[src/rtl/fan_ctrl_multi.sv]
// Multi-channel PWM fan controller: per-channel soft-start duty ramp, tachometer
// pulse counting over a fixed window, sticky stall detection with optional failsafe.
module fan_ctrl_multi #(
    parameter int unsigned NumFans        = 2,
    parameter int unsigned SettingWidth   = 4,
    parameter int unsigned PwmWidth       = 8,
    parameter int unsigned PrescaleDiv    = 16,
    parameter int unsigned RampStep       = 16,
    parameter int unsigned TachWindow     = 1000000,
    parameter int unsigned TachCntWidth   = 16,
    parameter int unsigned StallMinPulses = 2,
    parameter int unsigned FailsafeEn     = 1
) (
    input  logic                             clk_i,
    input  logic                             rst_i,
    input  logic                             en_i,
    input  logic [NumFans*SettingWidth-1:0]  setting_i,
    input  logic [NumFans-1:0]               tach_i,
    output logic [NumFans-1:0]               fan_pwm_o,
    output logic [NumFans*TachCntWidth-1:0]  tach_count_o,
    output logic                             tach_valid_o,
    output logic [NumFans-1:0]               stall_o
);

    localparam int unsigned PresW = (PrescaleDiv > 1) ? $clog2(PrescaleDiv) : 1;
    localparam int unsigned WinW  = (TachWindow > 1) ? $clog2(TachWindow) : 1;
    localparam int unsigned DutyW = PwmWidth + 1;
    localparam int unsigned RampW = PwmWidth + 2;
    localparam logic [DutyW-1:0]        FullDuty   = DutyW'(2 ** PwmWidth);
    localparam logic [SettingWidth-1:0] SettingMax = SettingWidth'((2 ** SettingWidth) - 1);

    logic [1:0]                              rst_sync_q;
    logic                                    rst_int;
    logic [PresW-1:0]                        presc_q, presc_d;
    logic                                    tick;
    logic [PwmWidth-1:0]                     pwm_cnt_q, pwm_cnt_d;
    logic                                    period_start;
    logic [NumFans-1:0][SettingWidth-1:0]    setting;
    logic [NumFans-1:0][DutyW-1:0]           target, duty_q, duty_d;
    logic [NumFans-1:0][RampW-1:0]           duty_up, duty_dn;
    logic [NumFans-1:0]                      pwm_q, pwm_d;
    logic [NumFans-1:0]                      sync1_q, sync2_q, prev_q, rise;
    logic [WinW-1:0]                         win_q, win_d;
    logic                                    win_end;
    logic [NumFans-1:0][TachCntWidth-1:0]    pulse_q, pulse_d, count_q, count_d;
    logic                                    valid_q;
    logic [NumFans-1:0]                      stall_q, stall_d;

    assign setting      = setting_i;
    assign fan_pwm_o    = pwm_q;
    assign tach_count_o = count_q;
    assign tach_valid_o = valid_q;
    assign stall_o      = stall_q;
    assign rst_int      = rst_sync_q[1];
    assign rise         = sync2_q & ~prev_q;

    // Reset asserts immediately but releases two clocks after rst_i falls.
    always_ff @(posedge clk_i or posedge rst_i) begin
        if (rst_i) begin
            rst_sync_q <= 2'b11;
        end else begin
            rst_sync_q <= {rst_sync_q[0], 1'b0};
        end
    end

    // PWM timebase
    always_comb begin
        tick         = (presc_q == PresW'(PrescaleDiv - 1));
        presc_d      = tick ? '0 : presc_q + PresW'(1);
        pwm_cnt_d    = tick ? pwm_cnt_q + PwmWidth'(1) : pwm_cnt_q;
        period_start = tick && (pwm_cnt_q == '1);
    end

    // Per-channel target, ramped duty and PWM compare
    always_comb begin
        target  = '0;
        duty_up = '0;
        duty_dn = '0;
        duty_d  = duty_q;
        pwm_d   = '0;
        for (int k = 0; k < NumFans; k++) begin
            if (setting[k] == SettingMax) begin
                target[k] = FullDuty;
            end else begin
                target[k] = DutyW'(setting[k]) << (PwmWidth - SettingWidth);
            end
            if ((FailsafeEn != 0) && stall_q[k]) begin
                target[k] = FullDuty;
            end
            duty_up[k] = RampW'(duty_q[k]) + RampW'(RampStep);
            duty_dn[k] = RampW'(duty_q[k]) - RampW'(target[k]);
            if (!en_i) begin
                duty_d[k] = '0;
            end else if (period_start) begin
                if (target[k] > duty_q[k]) begin
                    duty_d[k] = (duty_up[k] > RampW'(target[k])) ? target[k] : DutyW'(duty_up[k]);
                end else if (target[k] < duty_q[k]) begin
                    duty_d[k] = (duty_dn[k] > RampW'(RampStep))
                              ? DutyW'(RampW'(duty_q[k]) - RampW'(RampStep)) : target[k];
                end
            end
            pwm_d[k] = en_i && (DutyW'(pwm_cnt_q) < duty_q[k]);
        end
    end

    // Tach window, pulse counting and stall evaluation
    always_comb begin
        win_end = (win_q == WinW'(TachWindow - 1));
        win_d   = win_end ? '0 : win_q + WinW'(1);
        pulse_d = pulse_q;
        count_d = count_q;
        stall_d = stall_q;
        for (int k = 0; k < NumFans; k++) begin
            if (win_end) begin
                pulse_d[k] = rise[k] ? TachCntWidth'(1) : '0;
                count_d[k] = pulse_q[k];
                stall_d[k] = (duty_q[k] != '0) && (pulse_q[k] < TachCntWidth'(StallMinPulses));
            end else if (rise[k] && (pulse_q[k] != '1)) begin
                pulse_d[k] = pulse_q[k] + TachCntWidth'(1);
            end
        end
    end

    always_ff @(posedge clk_i or posedge rst_int) begin
        if (rst_int) begin
            presc_q   <= '0;
            pwm_cnt_q <= '0;
            duty_q    <= '0;
            pwm_q     <= '0;
            sync1_q   <= '0;
            sync2_q   <= '0;
            prev_q    <= '0;
            win_q     <= '0;
            pulse_q   <= '0;
            count_q   <= '0;
            valid_q   <= 1'b0;
            stall_q   <= '0;
        end else begin
            presc_q   <= presc_d;
            pwm_cnt_q <= pwm_cnt_d;
            duty_q    <= duty_d;
            pwm_q     <= pwm_d;
            sync1_q   <= tach_i;
            sync2_q   <= sync1_q;
            prev_q    <= sync2_q;
            win_q     <= win_d;
            pulse_q   <= pulse_d;
            count_q   <= count_d;
            valid_q   <= win_end;
            stall_q   <= stall_d;
        end
    end

endmodule

[config.mk]
export PLATFORM = sky130hd
export DESIGN_NAME = fan_ctrl_multi
export DESIGN_NICKNAME = d
export VERILOG_FILES = /design/src/rtl/fan_ctrl_multi.sv
export SDC_FILE = /design/constraint.sdc
export NUM_CORES = 1
export LEC_CHECK = 0
export ABC_AREA = 1
export ABC_CLOCK_PERIOD_IN_PS = 4000
export CAP_MARGIN = 20
export CORE_MARGIN = 2
export CORE_UTILIZATION = 60
export CTS_CLUSTER_SIZE = 25
export DETAILED_ROUTE_END_ITERATION = 8
export PLACE_DENSITY_LB_ADDON = 0.12
export SETUP_SLACK_MARGIN = 0.02
export SLEW_MARGIN = 20
export SYNTH_ARGS = -nofsm -noshare
export SYNTH_HDL_FRONTEND = slang
export SYNTH_SLANG_ARGS = --single-unit
[constraint.sdc]
create_clock -name clk_i -period 4 [get_ports clk_i]
set_clock_uncertainty 0.05 [all_clocks]
set_input_delay 1.2 -clock clk_i [delete_from_list [all_inputs] [get_ports clk_i]]
set_output_delay 1.2 -clock clk_i [all_outputs]
set_load 0.01 [all_outputs]
Word level (Yosys, flattened, before mapping)
Cells that the tools add are included.
Widths: inputs -> output; s select.
{"block": "op_classes", "add_sub_neg": 11, "n_lt_le_gt_ge": 12, "muxes": 24, "n_eq_ne": 10, "n_bitwise": 2, "n_reduce_logical": 13}
{"operator": "$mux 9", "count": 16}
{"operator": "$mux 16", "count": 4}
{"operator": "$add 16x1->16 const B", "count": 2}
{"operator": "$lt 16x2->1 const B", "count": 2}
{"operator": "$ne 16x16->1 const B", "count": 2}
{"operator": "$add 20x1->20 const B", "count": 1}
{"operator": "$add 9x5->10 const B", "count": 2}
{"operator": "$eq 20x20->1 const B", "count": 1}
{"operator": "$gt 10x5->1 const B", "count": 2}
{"operator": "$gt 10x9->1", "count": 2}
{"operator": "$mux 20", "count": 1}
{"operator": "$sub 9x9->10", "count": 2}
{"operator": "$gt 9x9->1", "count": 2}
{"operator": "$lt 8x9->1", "count": 2}
{"operator": "$lt 9x9->1", "count": 2}
{"operator": "$reduce_bool 9->1", "count": 2}
{"operator": "$sub 9x5->9 const B", "count": 2}
{"operator": "$eq 4x4->1 const B", "count": 3}
{"operator": "$add 8x1->8 const B", "count": 1}
{"operator": "$eq 8x8->1 const B", "count": 1}
{"operator": "$logic_and 1x1->1", "count": 7}
{"operator": "$ne 3x1->1 const B", "count": 2}
{"operator": "$add 4x1->4 const B", "count": 1}
{"operator": "$mux 4", "count": 1}
{"operator": "6 further kinds", "count": 9}
{"block": "word_totals", "word_cells": 88, "output_inout_bits": 37, "in_bits": 13, "ff_bits": 127}

Longest topological paths before layout
{"block": "depth", "depth_word": 10, "depth_mapped": 18, "ltp_nobuf": 18}

Worst setup path before layout
No wires, ideal clock.
{"block": "synth_timing", "kind": "input-to-reg", "from": "input port setting_i[3]", "to": "register duty_q[4] in the netlist's numbering", "setup_time_ps": 117, "path_buffers": 0, "stages": 16, "t_required_ps": 3833, "path_slack_ps": 935, "arrival_time_ps": 2898, "path_cell_list": "nand4_1 -> nand2_1 -> inv_1 -> nand2_1 -> inv_1 -> fa_1 -> inv_1 -> nand3_1 -> nand3_1 -> nand3_1 -> nor2_2 -> nand2_1 -> nand2_1 -> nand3_1 -> nand3_1 -> nand2_1"}
{"block": "synth_via", "elab_chain_len": 10, "word_cells_on_any_way": 16, "cone_classes": "1 x add/sub; 4 x order compare; 2 x eq/ne; 8 x mux; 1 x reduce/logical"}
{"element": "from (decl)", "line_no": "17", "text": "input logic [NumFans*SettingWidth-1:0] setting_i,"}
{"element": "$eq 4x4->1", "line_no": "82", "text": "if (setting[k] == SettingMax) begin"}
{"element": "$mux 9 (*)", "line_no": "82"}
{"element": "$mux 9 (*)", "line_no": "87", "text": "if ((FailsafeEn != 0) && stall_q[k]) begin"}
{"element": "$sub 9x9->10", "line_no": "91", "text": "duty_dn[k] = RampW'(duty_q[k]) - RampW'(target[k]);"}
{"element": "$gt 10x5->1", "line_no": "98", "text": "duty_d[k] = (duty_dn[k] > RampW'(RampStep))"}
{"element": "$mux 9", "line_no": "99", "text": "? DutyW'(RampW'(duty_q[k]) - RampW'(RampStep)) : target[k];"}
{"element": "$mux 9", "line_no": "97", "text": "end else if (target[k] < duty_q[k]) begin"}
{"element": "$mux 9", "line_no": "95", "text": "if (target[k] > duty_q[k]) begin"}
{"element": "$mux 9", "line_no": "94", "text": "end else if (period_start) begin"}
{"element": "$mux 9", "line_no": "92", "text": "if (!en_i) begin"}
{"element": "to (signal assigned)", "line_no": "141", "text": "duty_q <= duty_d;"}
{"element": "to (decl)", "line_no": "39", "text": "logic [NumFans-1:0][DutyW-1:0] target, duty_q, duty_d;"}
Mark *: on every way between the ends. The rest lies on a longest branch, timed or not. The select of a mux whose other input is x is not followed.
A chain may end at the register's enable or synchronous reset.

Worst setup path after layout
Ends and elaborated chain as after synthesis.

==> impl_table.tex <==
\begin{tabular}{lr}
\hline
Metric & Value \\
\hline
\multicolumn{2}{l}{\textbf{Outcome}} \\
Status & complete, no violations \\
\multicolumn{2}{l}{\textbf{Timing}} \\
Max-slew violation count & 0 \\
Final count of negative-setup-slack endpoints & 0 \\
Max transition margin & 0.486 \\
Transition at the pin with the smallest max-transition slack & 0.771 ns \\
Clock period minus worst slack & 3.54 ns \\
Worst hold margin & 0.301 ns \\
Final worst slack & 0.460 ns \\
Final cycle utilization of the critical path & 0.885 \\
Hold violation total from the final report & 0 \\
Setup repair after global routing missed its margin & false \\
Maximum clock rate & 0.283 GHz \\
Summed negative setup slack over all endpoints & 0 ns \\
\multicolumn{2}{l}{\textbf{Floorplan}} \\
Total die area & 12700 um\^{}2 \\
Die Width & 113 um \\
CORE AREA & 11500 um\^{}2 \\
Row Count & 39 \\
\# IOs & 50 \\
Effective utilization at floorplan & 0.619 \\
Floorplan die height & 113 um \\
\multicolumn{2}{l}{\textbf{Clock tree}} \\
Number of levels the H-tree was split into & 4 \\
Number of post-CTS setup repair buffers & 0 \\
Clock tree sinks & 119 \\
Total clock buffers created by CTS & 17 \\
CTS tree & done \\
\# resized after CTS & 0 \\
Clock tree buffer depth & 2 \\
Clock root buffer master & clkbuf\_16 \\
Later-pin clock latency in the skew report & 0.42 ns \\
Clock-pin slew reported for the worst setup and hold paths after clock tree synthesis & 0.06 ns \\
Cts hold-fix bufs & 0 \\
\multicolumn{2}{l}{\textbf{Cells and area}} \\
Ant. Diodes & 0 \\
Fin area & 8330 um\^{}2 \\
Post-layout nets & 1008 \\
Layout cells sized above 1 & 0.0734 \\
Final Util & 0.727 \\
Area grow syn2layout & 17.3\% \\
Post-route non-filler standard cell count & 1110 \\
\multicolumn{2}{l}{\textbf{Power and ir drop}} \\
Total power consumption of the routed design & 4.24 mW \\
Switching pwr & 1.51 mW \\
Power per unit of standard cell area & 509 nW/um\^{}2 \\
Part of the total power dissipated in combinational logic & 0.302 \\
Clock Power Share & 0.359 \\
Int Power & 2.73 mW \\
P\_leak & 4.07 nW \\
Proportion of power drawn by flip-flops and latches & 0.339 \\
Max VDD drop & 0.388 mV \\
Switching part of the total power & 0.355 \\
\multicolumn{2}{l}{\textbf{Place}} \\
Worst Setup Slack post-DPL & 0.0760 ns \\
Count of placed standard cells including taps & 1078 \\
HPWL after detailed placement & 11900 um \\
Input/output buffers & 49 \\
Placer's final routability congestion estimate & 0.902 \\
Placed standard-cell area & 7730 um\^{}2 \\
\multicolumn{2}{l}{\textbf{Global routing}} \\
Overall fraction of global-route tracks in use & 0.274 \\
Maximum number of pins on one net before global-route repair & 69 \\
Global-route wire length before repair & 28400 um \\
Number of global-route vias before repair & 6204 \\
Initial antenna violation count & 0 \\
Gr ovfl total & 0 \\
\multicolumn{2}{l}{\textbf{Synth}} \\
Post-synth EDFFs & 0 \\
Synthesized area & 7100 um\^{}2 \\
Synthesized area divided by synthesized cell count & 7.94 um\^{}2 \\
Unique cell type count in the Yosys netlist & 44 \\
Synthesis-stage register bit count & 119 \\
Primary FF master, synth & dfrtp\_1 \\
Total number of yosys warnings & 0 \\
Sequential-to-total area share from yosys stat & 0.420 \\
Fraction of registers with async set or reset after synthesis & 1.00 \\
Synthesized instance count & 895 \\
Net count after synthesis & 949 \\
\multicolumn{2}{l}{\textbf{Worst setup path}} \\
Data required time of the critical path & 4.26 ns \\
Crit end category & register \\
Slowest stage delay, CP & 0.49 ns \\
Max stage delay cell, worst path & clkdlybuf4s50\_1 \\
Peak fanout along the critical path & 6 \\
Kind of cell with the highest combined delay on the critical path & simple AND/OR/NAND/NOR gates \\
Signal arrival time at the worst endpoint & 3.80 ns \\
Critical path class & in -> reg \\
Critical path, cell by cell & clkdlybuf4s50\_1 -> nand4\_1 -> nand2\_1 -> inv\_1 -> nand2\_1 -> inv\_1 -> fa\_1 -> inv\_1 -> nand3\_1 -> nand3\_1 -> nand3\_1 -> nor2\_2 -> nand2\_1 -> nand2\_1 -> nand3\_1 -> nand3\_1 -> nand2\_1 \\
WP buf/inv & 4 \\
Category of the worst setup path launch point & input port \\
\multicolumn{2}{l}{\textbf{Hold path}} \\
Path type of the worst min-delay path & reg -> reg \\
\multicolumn{2}{l}{\textbf{Detailed routing}} \\
Total via count in the routed design & 6187 \\
Final routed wire length divided by cell count & 14.9 um \\
DRC violation total after the first TritonRoute iteration & 435 \\
Via density per instance & 5.57 \\
Routed Antenna Nets & 0 \\
1st-pass router iterations & 5 \\
Post-detailed-routing wire length & 16500 um \\
Post-route DRC violation count & 0 \\
\multicolumn{2}{l}{\textbf{Job}} \\
Max-cap check violation count & 0 \\
\hline
\end{tabular}
-- placed cells by master, fill, tap and decap left out, types with 2 or more instances in the layout --
master,instances
nand2_1,204
inv_2,2
o21ai_2,2
nand2_2,3
clkbuf_8,2
o21a_1,4
buf_4,9
nand3_1,95
nand3_2,3
o21ai_1,13
nand3b_1,3
nor4_1,9
a21oi_1,17
clkbuf_16,17
nor2_1,60
bufinv_16,2
xor2_1,45
o211ai_1,2
xnor2_1,5
inv_6,3
nand4_2,2
nor3_1,25
nand4_1,20
nor2_2,5
clkinvlp_4,2
o21ai_0,51
nor3b_1,2
clkdlybuf4s50_1,49
dfrtp_1,117
nor2_4,2
or2_2,2
ha_1,39
nor3b_2,2
dfstp_2,2
nor3_2,2
inv_1,127
fa_1,2
clkinv_4,4
-- path summary, 6_finish.rpt --
check | startpoint | endpoint | slack, ns | depth (start not counted)
hold reg to reg | sync1_q[1] | sync2_q[1] | 0.30 | 0
setup reg to reg | stall_o[0] | duty_q[4] | 1.39 | 16
max in group asynchronous | rst_sync_q[1] | win_q[11] | 2.64 | 2
hold / removal | sync1_q[1] | sync2_q[1] | 0.30 | 0
setup / recovery | setting_i[3] | duty_q[4] | 0.46 | 17
min in group asynchronous | rst_sync_q[1] | tach_count_o[23] | 0.34 | 1
-- layer usage --
layer,global-route usage,vias up,part of all wire
li1,-,3028,-
met1,0.350,2953,0.44
met2,0.471,167,0.50
met3,0.0514,39,0.041
met4,0.0927,0,0.020
met5,0,-,0
-- area by class of cell --
| class | count | area [um^2] |
|---|---|---|
| sequential | 119 | 2980 |
| timing repair buffer | 58 | 558 |
| clock buffer | 20 | 457 |
| inverter | 130 | 490 |
| clock inverter | 12 | 141 |
| tap | 143 | 179 |
| fill | 911 | 3140 |
| multi-input combinational | 628 | 3530 |
-- registers in the layout, indices dropped and copies added, names as in the netlist, 4 cells and up --
name          count
pulse_q          32
win_q            20
duty_q           10
pwm_cnt_q         8
presc_q           4
tach_count_o     32
-- power by group through the flow --
| stage | Clock, mW | Combinational (mW) | Sequential, mW |
|---|---|---|---|
| after floorplan | 0 | 0.993 | 1.39 |
| after global placement | 0 | 1.23 | 1.46 |
| after detailed placement | 0 | 1.26 | 1.46 |
| after CTS | 1.54 | 1.27 | 1.44 |
| after global routing | 1.59 | 1.45 | 1.45 |
| final | 1.52 | 1.28 | 1.44 |
-- cells in the mapped netlist, types with 3 or more instances --
| master | count | area share |
|---|---|---|
| a21oi_1 | 17 | 0.012 |
| buf_2 | 6 | 0.0042 |
| buf_6 | 3 | 0.0048 |
| clkbuf_1 | 4 | 0.0021 |
| clkbuf_2 | 3 | 0.0021 |
| dfrtp_1 | 117 | 0.41 |
| ha_1 | 39 | 0.069 |
| inv_1 | 128 | 0.068 |
| nand2_1 | 204 | 0.11 |
| nand2_2 | 3 | 0.0026 |
| nand3_1 | 95 | 0.067 |
| nand3_2 | 3 | 0.0042 |
| nand3b_1 | 3 | 0.0032 |
| nand4_1 | 20 | 0.018 |
| nor2_1 | 60 | 0.032 |
| nor2_2 | 5 | 0.0044 |
| nor3_1 | 25 | 0.018 |
| nor4_1 | 9 | 0.0079 |
| o21a_1 | 4 | 0.0042 |
| o21ai_0 | 51 | 0.036 |
| o21ai_1 | 13 | 0.0092 |
| xnor2_1 | 5 | 0.0062 |
| xor2_1 | 45 | 0.055 |
-- cell families after synthesis --
family          count (synthesis)  synth area share
compound gates                 93            0.0703
buf+inv                       148            0.0840
xor+xnor                       50            0.0617
other cells                     1          0.000528
flops                         119             0.420
simple gates                  443             0.290
fa+ha+maj                      41            0.0743
Power figures use the tool's default switching activity.
